### config.mk
export PLATFORM = sky130hd
export DESIGN_NAME = gshare_predictor_flat
export DESIGN_NICKNAME = d
export VERILOG_FILES = /design/src/rtl/gshare_predictor_pkg.sv /design/src/rtl/gshare_predictor_if.sv /design/src/rtl/gshare_predictor_sat_counter2.sv /design/src/rtl/gshare_predictor.sv /design/src/flat_wrapper.sv
export SDC_FILE = /design/constraint.sdc
export NUM_CORES = 1
export LEC_CHECK = 0
export ABC_AREA = 1
export BUFFER_PORTS_ARGS = -buffer_cell sky130_fd_sc_hd__buf_2
export CORE_ASPECT_RATIO = 1.75
export CORE_MARGIN = 8
export CORE_UTILIZATION = 51
export DETAILED_ROUTE_END_ITERATION = 8
export GPL_TIMING_DRIVEN = 1
export PLACE_DENSITY = 0.87
export SKIP_LAST_GASP = 1
export SLEW_MARGIN = 20
export SYNTH_ARGS = -nofsm -noshare
export SYNTH_HDL_FRONTEND = slang
export SYNTH_HIERARCHICAL = 1
export SYNTH_SLANG_ARGS = --single-unit
### constraint.sdc
create_clock -name clk -period 2.82 [get_ports clk]
set_input_delay 0.423 -clock clk [delete_from_list [all_inputs] [get_ports clk]]
set_output_delay 0.423 -clock clk [all_outputs]
set_load 0.005 [all_outputs]
### src/rtl/gshare_predictor_pkg.sv
`default_nettype none
// ============================================================================
// Module      : gshare_predictor_pkg
// Description : Shared types and constants for the gshare direction predictor:
//               2-bit counter encodings, counter reset value, default widths.
// Revision    : 1.0 - initial release
// ============================================================================
package gshare_predictor_pkg;

    typedef logic [1:0] ctr_t;

    // Two-bit saturating counter encodings
    localparam ctr_t CTR_SNT   = 2'b00;  // strongly not-taken
    localparam ctr_t CTR_WNT   = 2'b01;  // weakly not-taken
    localparam ctr_t CTR_WT    = 2'b10;  // weakly taken
    localparam ctr_t CTR_ST    = 2'b11;  // strongly taken
    localparam ctr_t CTR_RESET = CTR_WNT;

    // Default widths
    localparam int PHT_IDX_W_DEF = 5;
    localparam int GHR_W_DEF     = 5;

    // Direction encoded by a counter: its MSB
    function automatic logic ctr_taken(input ctr_t ctr);
        return ctr[1];
    endfunction

endpackage
`default_nettype wire

### src/rtl/gshare_predictor_if.sv
`default_nettype none
// ============================================================================
// Module      : gshare_predictor_if
// Description : Fetch-side and EX-side signal bundle of the gshare predictor.
//               master = pipeline driving it, slave = predictor.
// Revision    : 1.0 - initial release
// ============================================================================
interface gshare_predictor_if
    import gshare_predictor_pkg::*;
#(
    parameter int PHT_IDX_W = PHT_IDX_W_DEF
);
    // Fetch side
    logic [31:0]          if_pc;
    logic                 btb_hit;
    logic [31:0]          btb_target;
    logic [31:0]          next_pc;
    logic                 pred_taken;
    logic [PHT_IDX_W-1:0] pred_idx;

    // EX resolution side
    logic                 ex_valid;
    logic                 ex_branch;
    logic                 ex_is_jal;
    logic                 ex_is_jalr;
    logic                 ex_taken;
    logic [31:0]          ex_pc;
    logic [31:0]          ex_target;
    logic [31:0]          ex_pred_next_pc;
    logic [PHT_IDX_W-1:0] ex_pred_idx;
    logic                 mispredict;
    logic [31:0]          redirect_pc;

    modport master (
        output if_pc, btb_hit, btb_target,
        output ex_valid, ex_branch, ex_is_jal, ex_is_jalr, ex_taken,
        output ex_pc, ex_target, ex_pred_next_pc, ex_pred_idx,
        input  next_pc, pred_taken, pred_idx, mispredict, redirect_pc
    );

    modport slave (
        input  if_pc, btb_hit, btb_target,
        input  ex_valid, ex_branch, ex_is_jal, ex_is_jalr, ex_taken,
        input  ex_pc, ex_target, ex_pred_next_pc, ex_pred_idx,
        output next_pc, pred_taken, pred_idx, mispredict, redirect_pc
    );

endinterface
`default_nettype wire

### src/rtl/gshare_predictor_sat_counter2.sv
`default_nettype none
// ============================================================================
// Module      : sat_counter2
// Description : Pure next-value function of a 2-bit saturating counter.
//               inc has priority if both requests are raised.
// Revision    : 1.0 - initial release
// ============================================================================
module sat_counter2
    import gshare_predictor_pkg::*;
(
    input  wire ctr_t cur,
    input  wire logic inc,
    input  wire logic dec,
    output ctr_t      next_val
);

    // Step toward the requested direction, holding at either end
    always_comb begin
        next_val = cur;
        if (inc) begin
            if (cur != CTR_ST) begin
                next_val = cur + 2'd1;
            end
        end else if (dec) begin
            if (cur != CTR_SNT) begin
                next_val = cur - 2'd1;
            end
        end
    end

endmodule
`default_nettype wire

### src/rtl/gshare_predictor.sv
`default_nettype none
// ============================================================================
// Module      : gshare_predictor
// Description : 2-bit counter PHT direction predictor and next-PC selector,
//               trained non-speculatively at EX resolution.
//               Optional macro GSHARE_XOR_EN: defined -> PC bits XOR global
//               history index (GHR present); undefined -> bimodal, no GHR.
// Revision    : 1.0 - initial release
// ============================================================================
module gshare_predictor
    import gshare_predictor_pkg::*;
#(
    parameter int PHT_IDX_W = PHT_IDX_W_DEF,
    parameter int GHR_W     = GHR_W_DEF
) (
    input  wire logic         clk,
    input  wire logic         reset,
    gshare_predictor_if.slave bus
);

    localparam int PHT_DEPTH = 1 << PHT_IDX_W;

    ctr_t                 r_pht [PHT_DEPTH];
    logic [PHT_IDX_W-1:0] w_raw_idx;
    logic [PHT_IDX_W-1:0] w_pred_idx;
    ctr_t                 w_pred_ctr;
    ctr_t                 w_train_cur;
    ctr_t                 w_train_next;
    logic                 w_train_inc;
    logic                 w_train_dec;
    logic                 w_is_ctrl;
    logic                 w_goes_target;
    logic [31:0]          w_actual_next;

    // Word-aligned PC bits select the counter
    assign w_raw_idx = bus.if_pc[PHT_IDX_W+1:2];

`ifdef GSHARE_XOR_EN
    logic [GHR_W-1:0] r_ghr;

    assign w_pred_idx = w_raw_idx ^ PHT_IDX_W'(r_ghr);

    // Committed history: shift in each resolved conditional-branch outcome
    always_ff @(posedge clk) begin
        if (reset) begin
            r_ghr <= '0;
        end else if (bus.ex_valid && bus.ex_branch) begin
            r_ghr <= (r_ghr << 1) | GHR_W'(bus.ex_taken);
        end
    end
`else
    logic w_unused_ghr_cfg;

    assign w_pred_idx       = w_raw_idx;
    assign w_unused_ghr_cfg = (GHR_W > PHT_IDX_W);
`endif

    // Fetch-side prediction (read returns the pre-update value, no bypass)
    assign w_pred_ctr     = r_pht[w_pred_idx];
    assign bus.pred_idx   = w_pred_idx;
    assign bus.pred_taken = ctr_taken(w_pred_ctr);
    assign bus.next_pc    = (bus.btb_hit && ctr_taken(w_pred_ctr)) ? bus.btb_target
                                                                   : bus.if_pc + 32'd4;

    // EX-side resolution
    assign w_is_ctrl       = bus.ex_branch | bus.ex_is_jal | bus.ex_is_jalr;
    assign w_goes_target   = bus.ex_is_jal | bus.ex_is_jalr | (bus.ex_branch & bus.ex_taken);
    assign w_actual_next   = w_goes_target ? bus.ex_target : bus.ex_pc + 32'd4;
    assign bus.redirect_pc = w_actual_next;
    assign bus.mispredict  = bus.ex_valid & w_is_ctrl & (w_actual_next != bus.ex_pred_next_pc);

    // Branches move toward their outcome; jumps always count as taken
    assign w_train_inc = bus.ex_branch ? bus.ex_taken : (bus.ex_is_jal | bus.ex_is_jalr);
    assign w_train_dec = bus.ex_branch & ~bus.ex_taken;
    assign w_train_cur = r_pht[bus.ex_pred_idx];

    sat_counter2 u_train_ctr (
        .cur      (w_train_cur),
        .inc      (w_train_inc),
        .dec      (w_train_dec),
        .next_val (w_train_next)
    );

    // PHT storage: reset loop has priority over a same-edge training write
    always_ff @(posedge clk) begin
        if (reset) begin
            for (int i = 0; i < PHT_DEPTH; i++) begin
                r_pht[i] <= CTR_RESET;
            end
        end else if (bus.ex_valid && (w_train_inc || w_train_dec)) begin
            r_pht[bus.ex_pred_idx] <= w_train_next;
        end
    end

endmodule
`default_nettype wire

### src/flat_wrapper.sv
// flat-port wrapper written by rule: the top's interface ports become plain ports
module gshare_predictor_flat import gshare_predictor_pkg::*;
#(
    parameter int PHT_IDX_W = PHT_IDX_W_DEF,
    parameter int GHR_W     = GHR_W_DEF
)
  (clk, reset, bus_if_pc, bus_btb_hit, bus_btb_target, bus_ex_valid, bus_ex_branch, bus_ex_is_jal, bus_ex_is_jalr, bus_ex_taken, bus_ex_pc, bus_ex_target, bus_ex_pred_next_pc, bus_ex_pred_idx, bus_next_pc, bus_pred_taken, bus_pred_idx, bus_mispredict, bus_redirect_pc);
  gshare_predictor_if #(.PHT_IDX_W(PHT_IDX_W)) bus_i ();
  input  wire logic clk;
  input  wire logic reset;
  input wire logic [$bits(bus_i.if_pc)-1:0] bus_if_pc;
  input wire logic [$bits(bus_i.btb_hit)-1:0] bus_btb_hit;
  input wire logic [$bits(bus_i.btb_target)-1:0] bus_btb_target;
  input wire logic [$bits(bus_i.ex_valid)-1:0] bus_ex_valid;
  input wire logic [$bits(bus_i.ex_branch)-1:0] bus_ex_branch;
  input wire logic [$bits(bus_i.ex_is_jal)-1:0] bus_ex_is_jal;
  input wire logic [$bits(bus_i.ex_is_jalr)-1:0] bus_ex_is_jalr;
  input wire logic [$bits(bus_i.ex_taken)-1:0] bus_ex_taken;
  input wire logic [$bits(bus_i.ex_pc)-1:0] bus_ex_pc;
  input wire logic [$bits(bus_i.ex_target)-1:0] bus_ex_target;
  input wire logic [$bits(bus_i.ex_pred_next_pc)-1:0] bus_ex_pred_next_pc;
  input wire logic [$bits(bus_i.ex_pred_idx)-1:0] bus_ex_pred_idx;
  output wire logic [$bits(bus_i.next_pc)-1:0] bus_next_pc;
  output wire logic [$bits(bus_i.pred_taken)-1:0] bus_pred_taken;
  output wire logic [$bits(bus_i.pred_idx)-1:0] bus_pred_idx;
  output wire logic [$bits(bus_i.mispredict)-1:0] bus_mispredict;
  output wire logic [$bits(bus_i.redirect_pc)-1:0] bus_redirect_pc;
  assign bus_i.if_pc = bus_if_pc;
  assign bus_i.btb_hit = bus_btb_hit;
  assign bus_i.btb_target = bus_btb_target;
  assign bus_i.ex_valid = bus_ex_valid;
  assign bus_i.ex_branch = bus_ex_branch;
  assign bus_i.ex_is_jal = bus_ex_is_jal;
  assign bus_i.ex_is_jalr = bus_ex_is_jalr;
  assign bus_i.ex_taken = bus_ex_taken;
  assign bus_i.ex_pc = bus_ex_pc;
  assign bus_i.ex_target = bus_ex_target;
  assign bus_i.ex_pred_next_pc = bus_ex_pred_next_pc;
  assign bus_i.ex_pred_idx = bus_ex_pred_idx;
  assign bus_next_pc = bus_i.next_pc;
  assign bus_pred_taken = bus_i.pred_taken;
  assign bus_pred_idx = bus_i.pred_idx;
  assign bus_mispredict = bus_i.mispredict;
  assign bus_redirect_pc = bus_i.redirect_pc;
  gshare_predictor #(.PHT_IDX_W(PHT_IDX_W), .GHR_W(GHR_W)) u_core (.clk(clk), .reset(reset), .bus(bus_i));
endmodule
==> results of run 1 <==
[power by group]
part / internal (W) / leakage [nW] / total (W) / switching, W
registers: 0.00107 / 0.555 / 0.00108 / 0.0000121
logic: 0.000374 / 3.38 / 0.000933 / 0.000559
clock network: 0.000563 / 0.117 / 0.000902 / 0.000339
total: 0.00200 / 4.05 / 0.00292 / 0.000910
[stage by stage]
| step | setup WS (ns) | TNS, ns |
|---|---|---|
| after CTS | 0.0211 | 0 |
| after floorplan | 0.441 | 0 |
| after global placement | 0.0583 | 0 |
| final | 0.119 | 0 |
| after detailed placement | 0.0218 | 0 |
| after global routing | -0.0307 | -0.0635 |
[metal layers]
layer  global-route usage [%]  routed length (um)  share of wire [%]  up-vias
met5                        0                   0                  0        -
met4                     18.7                1500                6.3        0
met3                     5.98                2270                9.5       96
met2                     52.8               12600                 53      409
met1                     26.2                7470                 31     3465
li1                         -                   -                  -     3806
[cells in the final DEF (no fill, tap or decap), types with 19 or more instances in the layout]
| cell | netlist | layout |
|---|---|---|
| o21ai_0 | 39 | 38 |
| buf_2 | 8 | 241 |
| a21oi_1 | 19 | 19 |
| xor2_1 | 20 | 20 |
| nor2_1 | 150 | 140 |
| nand3_1 | 74 | 72 |
| edfxtp_1 | 64 | 64 |
| inv_1 | 124 | 122 |
| buf_4 | 10 | 34 |
| a22oi_1 | 32 | 32 |
| nand2_1 | 376 | 374 |
[worst max path at each step]
stage | start | end | slack, ns | depth (start not counted)
after floorplan | bus_ex_pred_idx[1] | u_core/r_pht[0][0]$_SDFFCE_PN1P_ | 0.44 | 14
after global placement | bus_ex_pc[3] | bus_mispredict | 0.06 | 18
after detailed placement | bus_ex_pc[3] | bus_mispredict | 0.02 | 18
after CTS | bus_ex_pc[3] | bus_mispredict | 0.02 | 18
after global routing | bus_ex_pc[5] | bus_mispredict | -0.03 | 18
final | bus_ex_pc[5] | bus_mispredict | 0.12 | 17
[timing repair]
item	4_1_cts	5_1_grt
setup endpoints to repair	0	5
endpoints found under the hold margin	0	0
buffers inserted	0	6
hold buffers	0	0
gates resized for setup	0	36
[cell families (layout without fill, tap and decap cells)]
| group | Yosys count | in the layout | share of synthesized area [%] |
|---|---|---|---|
| xor gates and xnor gates | 30 | 30 | 4.12 |
| DFF | 64 | 64 | 30.1 |
| other | 0 | 1 | 0 |
| AOI/OAI and AO/OA | 111 | 111 | 10.8 |
| adders and majority gates | 2 | 2 | 0.392 |
| buffers and inverters | 164 | 425 | 10.5 |
| and+or+nand+nor | 658 | 658 | 44.0 |
[critical path, stage by stage]
cell     delay (ns)
buf_2          0.15
nand2_1        0.14
nor2_1         0.16
nand2_1        0.12
nor2_1         0.14
nand3_1        0.09
nand3_1        0.15
nand2_1        0.09
nand2_1        0.06
nand2_1        0.05
nor2_2         0.16
nand2_1        0.09
nor2_2         0.14
nand3_1        0.08
nand2_1        0.06
inv_1          0.04
buf_2          0.12
[final cells by class]
class	count	share of cell area, %
Multi-Input combinational cell	801	46.8
Sequential cell	64	23.0
Timing Repair Buffer	283	19.1
Inverter	129	5.78
Clock buffer	9	2.69
Tap cell	168	2.51
Clock inverter	4	0.179
Antenna cell	1	0.0299
==> metrics.md, run 1 <==
| Metric | Value |
|---|---|
| Hold Vio Cnt, Final | 0 |
| Final Core Density | 67.7% |
| Final Routed Wirelength | 23900 um |
| Max_cap viols | 0 |
| FF-to-FF Start | u_core/r_pht[12][0]$_SDFFCE_PN1P_ |
| CTS root buffer | clkbuf_16 |
| Largest net degree at the start of global routing | 47 |
| Vias in the first global route | 7408 |
| WL/cell | 16.4 um |
| Worst Path Arrival | 2.28 ns |
| Final GP Congestion | 0.998 |
| CP Data Required Time | 2.40 ns |
| Congestion Overflow GR | 0 |
| First-pass GRT wire length | 35900 um |
| # setup viols final | 0 |
| YS warnings | 6 |
| Row cnt | 54 |
| Worst VDD drop | 0.490 mV |
| Synthesis-to-layout area growth | 31.3% |
| Crit. End Element | output port |
| Final Skew | 0.00741 ns |
| Largest Register | u_core/r_pht |
| Worst R2R Path Depth | 11 |
| Most frequent cell after synthesis | nand2_1 |
| Syn nets | 1204 |
| Area share of the largest cell type after synthesis | 30.1% |
| Die Height | 164 um |
| Number of antenna violations at the first check in global routing | 0 |
| Netlist Area Pre-Place | 6370 um^2 |
| Max-slew headroom | 55.3% |
| Vias | 7776 |
| Register area share after synthesis | 30.1% |
| 1st-iter DRT viols | 512 |
| WHS Path Cells | 4 |
| Prevailing post-synth register cell | edfxtp_1 |
| Peak Freq | 370 MHz |
| Reg area | 1920 um^2 |
| Starting Density | 51.6% |
| RR Endpoint | u_core/r_pht[3][1]$_SDFFCE_PN0P_ |
| Startpoint class of the critical path | input pin |
| Mapped Cells | 1029 |
| Worst hold margin | 0.642 ns |
| Placed cell count | 1439 |
| CTS buffer count | 9 |
| DRC violations left | 0 |
| Vias per cell | 5.33 |
| Min cycle time layout | 2.70 ns |
| Htree depth | 3 |
| Status | completed |
| Total die area | 16500 um^2 |
| Post-synth top area cell | edfxtp_1 |
| Area taken by multi-input logic gates | 3920 um^2 |
| Power Dens Cells | 348 nW/um^2 |
| Largest regs | u_core/r_pht: 64 flops |
| Slew @ Worst Pin | 0.670 ns |
| Yosys reg bits | 64 |
| RSZ-0062 raised after global routing | yes |
| Slew Viols, Final | 0 |
| Fin crit share | 95.8% |
| Number of routed nets with antenna violations | 0 |
| I/O pins | 244 |
| Synth top area cells | edfxtp_1, nand2_1, nor2_1 |
| Layout Cells excl Fill | 1459 |
| Worst setup path class | in -> out |
| Worst hold start | bus_ex_pred_idx[2] |
| Average cell area after synthesis | 6.20 um^2 |
| Core region area | 12400 um^2 |
| Layout cells sized above 1 | 27.1% |
| Min-delay worst type | in -> reg |
| Fin nets | 1463 |
| TritonCTS clock tree | yes |
| Fillers | 1121 |
| CTS Sinks | 64 |
| Max reg flops | 64 |
| Design Area, Final | 8370 um^2 |
| Total GRT Usage | 28.0% |
| Pwr Total | 0.00292 W |
| Detailed Routing Iterations Pass 1 | 5 |
| Netlist cell types | 41 |
| Largest buffer count on any clock path | 2 |
| Clk slew on worst S/H paths | 0.05 ns |
| Die Wd | 101 um |
| Number of synthesized flops with an enable pin | 64 |
| Hold EP | u_core/r_pht[13][0]$_SDFFCE_PN1P_ |
| DP Area | 7950 um^2 |
| Post-synth top cells | nand2_1, nor2_1, inv_1 |
| Worst-Skew Late Latency | 0.33 ns |
| I/O Buffers | 243 |
| Reg2Reg Setup Slack | 0.57 ns |
| DP Wirelength | 19400 um |
| Leak | 4.05 nW |
| FFs w/ async S/R, synth | 0% |
| Worst-path maximum fanout | 4 |
Note: power is estimated with default switching activity, not from simulation.
==> inputs of run 2 (changes only) <==
--- a/config.mk
+++ b/config.mk
@@ -5,7 +5,6 @@
 export SDC_FILE = /design/constraint.sdc
 export NUM_CORES = 1
 export LEC_CHECK = 0
-export ABC_AREA = 1
 export BUFFER_PORTS_ARGS = -buffer_cell sky130_fd_sc_hd__buf_2
 export CORE_ASPECT_RATIO = 1.75
 export CORE_MARGIN = 8
@@ -13,6 +12,7 @@
 export DETAILED_ROUTE_END_ITERATION = 8
 export GPL_TIMING_DRIVEN = 1
 export PLACE_DENSITY = 0.87
+export SETUP_SLACK_MARGIN = 0.02
 export SKIP_LAST_GASP = 1
 export SLEW_MARGIN = 20
 export SYNTH_ARGS = -nofsm -noshare
==> run 2 against run 1 <==
The flow now finishes with violations (setup timing). Core utilization up 13 points. Combinational power up 47%. Count of clock-buffer cells in the layout up 1. Non-clock buffer count up 141. Via count up 8.0%. Global-route usage up 12 points. Clock skew down 0.0034 ns. Cell count down 9.5%. Synthesized cell count down 25%. Clock power up 29%. Critical path depth down 8. Critical path type is now reg -> out.
==> metrics.md, run 2 <==
| Metric | Value |
|---|---|
| CP top delay family | multiplexers |
| Htree depth | 3 (unchanged) |
| Number of routed nets with antenna violations | 0 (unchanged) |
| Average cell area after synthesis | 8.36 um^2 (+35%) |
| Worst-path maximum fanout | 6 (+2) |
| Largest regs | u_core/r_pht: 64 flops |
| Power Dens Cells | 360 nW/um^2 (+3.5%) |
| CTS root buffer | clkbuf_16 |
| Largest Register | u_core/r_pht |
| Vias per cell | 6.36 (+19%) |
| WL/cell | 26.5 um (+62%) |
| Post-synth top cells | nor2_1, nand2_1, edfxtp_1 |
| Largest net degree at the start of global routing | 36 (-23%) |
| Number of synthesized flops with an enable pin | 64 (unchanged) |
| Vias | 8396 (+8.0%) |
| I/O Buffers | 243 (unchanged) |
| Total die area | 16600 um^2 (+0.86%) |
| FFs w/ async S/R, synth | 0% (unchanged) |
| Synth top area cells | edfxtp_1, mux4_2, nor2_1 |
| Antenna fix cells | 0 (-1) |
| Final setup margin | -0.516 ns (-0.634 ns) |
| Fin crit share | 118% (+22 points) |
| YS warnings | 6 (unchanged) |
| Max-slew headroom | 51.0% (-4.3 points) |
| Die Height | 165 um (+0.44%) |
| Most frequent cell after synthesis | nor2_1 |
| Largest stage delay on the critical path | 0.55 ns (+0.39 ns) |
| Row cnt | 54 (unchanged) |
| Final GP Congestion | 1.06 (+6.7%) |
| Worst Path Arrival | 2.91 ns (+0.63 ns) |
| Leak | 4.23 nW (+4.4%) |
| Max_cap viols | 0 (unchanged) |
| Design Area, Final | 10000 um^2 (+20%) |
| Critical Path Slowest Stage Cell | mux4_2 |
| Critical-path cell list | mux4_2 -> mux4_2 -> mux2_4 -> nand2_8 -> buf_8 -> buf_12 -> buf_16 -> a21oi_2 -> buf_2 |
| Layout cells sized above 1 | 48.7% (+22 points) |
| RSZ-0062 raised after global routing | yes |
| Reg area | 1920 um^2 (unchanged) |
| Core region area | 12400 um^2 (+0.55%) |
| Area taken by multi-input logic gates | 4660 um^2 (+19%) |
| CTS buffer count | 9 (unchanged) |
| Crit path buffers/inverters | 4 (+1) |
| Worst-Skew Late Latency | 0.33 ns (about the same) |
| Fillers | 816 (-27%) |
| Prevailing post-synth register cell | edfxtp_1 |
| Clk slew on worst S/H paths | 0.05 ns (about the same) |
| Netlist cell types | 71 (+73%) |
| Total GRT Usage | 40.3% (+12 points) |
| CTS Sinks | 64 (unchanged) |
| Reg2Reg Setup Slack | 0.13 ns (-0.44 ns) |
| TritonCTS clock tree | yes |
| Peak Freq | 300 MHz (-19%) |
| Area share of the largest cell type after synthesis | 29.9% (-0.29 points) |
| Most frequent cells in the layout | buf_2, buf_4, nand2_1, nor2_1, edfxtp_1 |
| DP Wirelength | 25000 um (+29%) |
| Slew @ Worst Pin | 0.735 ns (+0.0648 ns) |
| Min-delay worst type | in -> reg |
| Final Skew | 0.00401 ns (-0.00340 ns) |
| # setup viols final | 34 (+34) |
| Detailed Routing Iterations Pass 1 | 5 (unchanged) |
| Final Core Density | 80.6% (+13 points) |
| Largest buffer count on any clock path | 2 (unchanged) |
| Vias in the first global route | 8588 (+16%) |
| Worst hold margin | 0.595 ns (-0.0467 ns) |
| Die Wd | 101 um (+0.41%) |
| First-pass GRT wire length | 49300 um (+37%) |
| DP Area | 8960 um^2 (+13%) |
| Final Routed Wirelength | 35000 um (+47%) |
| CP Data Required Time | 2.40 ns (about the same) |
| Worst setup path class | reg -> out |
| Register area share after synthesis | 29.9% (-0.29 points) |
| Netlist Area Pre-Place | 6440 um^2 (+0.98%) |
| Most used cell, CP | mux4_2 |
| Fin nets | 1323 (-9.6%) |
| Post-CTS Hold Fix Bufs | 0 (unchanged) |
| I/O pins | 244 (unchanged) |
| Slew Viols, Final | 0 (unchanged) |
| Number of antenna violations at the first check in global routing | 0 (unchanged) |
| Worst VDD drop | 0.545 mV (+11%) |
| Min cycle time layout | 3.34 ns (+0.634 ns) |
| Mapped Cells | 770 (-25%) |
| Max reg flops | 64 (unchanged) |
| Post-synth top area cell | edfxtp_1 |
| Startpoint class of the critical path | register |
| Syn nets | 945 (-22%) |
| Starting Density | 51.8% (+0.22 points) |
| Failing checks | setup timing |
| Crit. End Element | output port |
| Synthesis-to-layout area growth | 55.7% |
| Status | finished, violations left |
| 1st-iter DRT viols | 719 (+40%) |
| Commonest non-fill, non-tap cell in the layout | buf_2 |
| Congestion Overflow GR | 0 (unchanged) |
| DRC violations left | 0 (unchanged) |
| Hold Vio Cnt, Final | 0 (unchanged) |
| Yosys reg bits | 64 (unchanged) |
==> run 2: layer usage <==
metal	part of all wire [%]	track usage, %
met1	29	36.9
met2	50	72.4
met3	11	10.3
met4	9.7	34.3
met5	0	0
==> run 2: repair_timing <==
action / in CTS / in global routing
gates cloned: 8 / 0
setup endpoints to repair: 36 / 37
pin swaps: 6 / 12
resized for setup: 81 / 63
buffers inserted: 11 / 10
==> run 2: cell type report <==
class | count | area share [%]
Clock buffer | 10 | 2.28
Clock inverter | 6 | 0.837
Inverter | 25 | 0.936
Multi-Input combinational cell | 624 | 46.5
Sequential cell | 64 | 19.2
Tap cell | 168 | 2.10
Timing Repair Buffer | 424 | 28.2
==> run 2: stage by stage <==
| stage | setup TNS [ns] | cells | setup WS (ns) | power (W) |
|---|---|---|---|---|
| 5_1_grt | -13.98 | 1321 | -0.548 | 0.00369 |
| 3_5_place_dp | -10.22 | 1287 | -0.560 | 0.00220 |
| 6_report | -14.40 | 1321 | -0.516 | 0.00361 |
| 2_1_floorplan | -0.0649 | 770 | -0.0649 | 0.00159 |
| 3_3_place_gp | -9.07 | 1287 | -0.562 | 0.00218 |
| 4_1_cts | -12.06 | 1321 | -0.477 | 0.00352 |
==> run 2: cells by family after synthesis <==
kind of cell / Yosys count / synth area share [%]
xor+xnor: 82 / 11.4
mux: 34 / 10.5
simple gates: 338 / 24.6
compound gates: 167 / 17.7
flops: 64 / 29.9
fa+ha+maj: 2 / 0.389
buf+inv: 83 / 5.66
==> run 2: worst register-to-register path, cell delays in order, from the launching register on <==
cell,delay (ns)
edfxtp_1,0.37
mux4_2,0.48
a22oi_1,0.34
nand4_1,0.27
nand2_1,0.12
o211ai_1,0.15
buf_4,0.21
nor3_2,0.34
nand2_1,0.13
==> run 2: final timing paths <==
check | start | cells after the start | end
max | u_core/r_pht[1][1]$_SDFFCE_PN0P_ | 9 | bus_next_pc[25]
max reg2reg | u_core/r_pht[20][0]$_SDFFCE_PN1P_ | 8 | u_core/r_pht[25][0]$_SDFFCE_PN1P_
min reg2reg | u_core/r_pht[17][1]$_SDFFCE_PN0P_ | 8 | u_core/r_pht[8][0]$_SDFFCE_PN1P_
min | bus_ex_pred_idx[4] | 3 | u_core/r_pht[0][0]$_SDFFCE_PN1P_
==> run 2: power breakdown <==
part / leakage [nW] / internal (W) / total [W] / switching [W]
Combinational: 3.52 / 0.000631 / 0.00137 / 0.000737
Sequential: 0.556 / 0.00107 / 0.00108 / 0.0000130
Clock: 0.156 / 0.000769 / 0.00116 / 0.000395
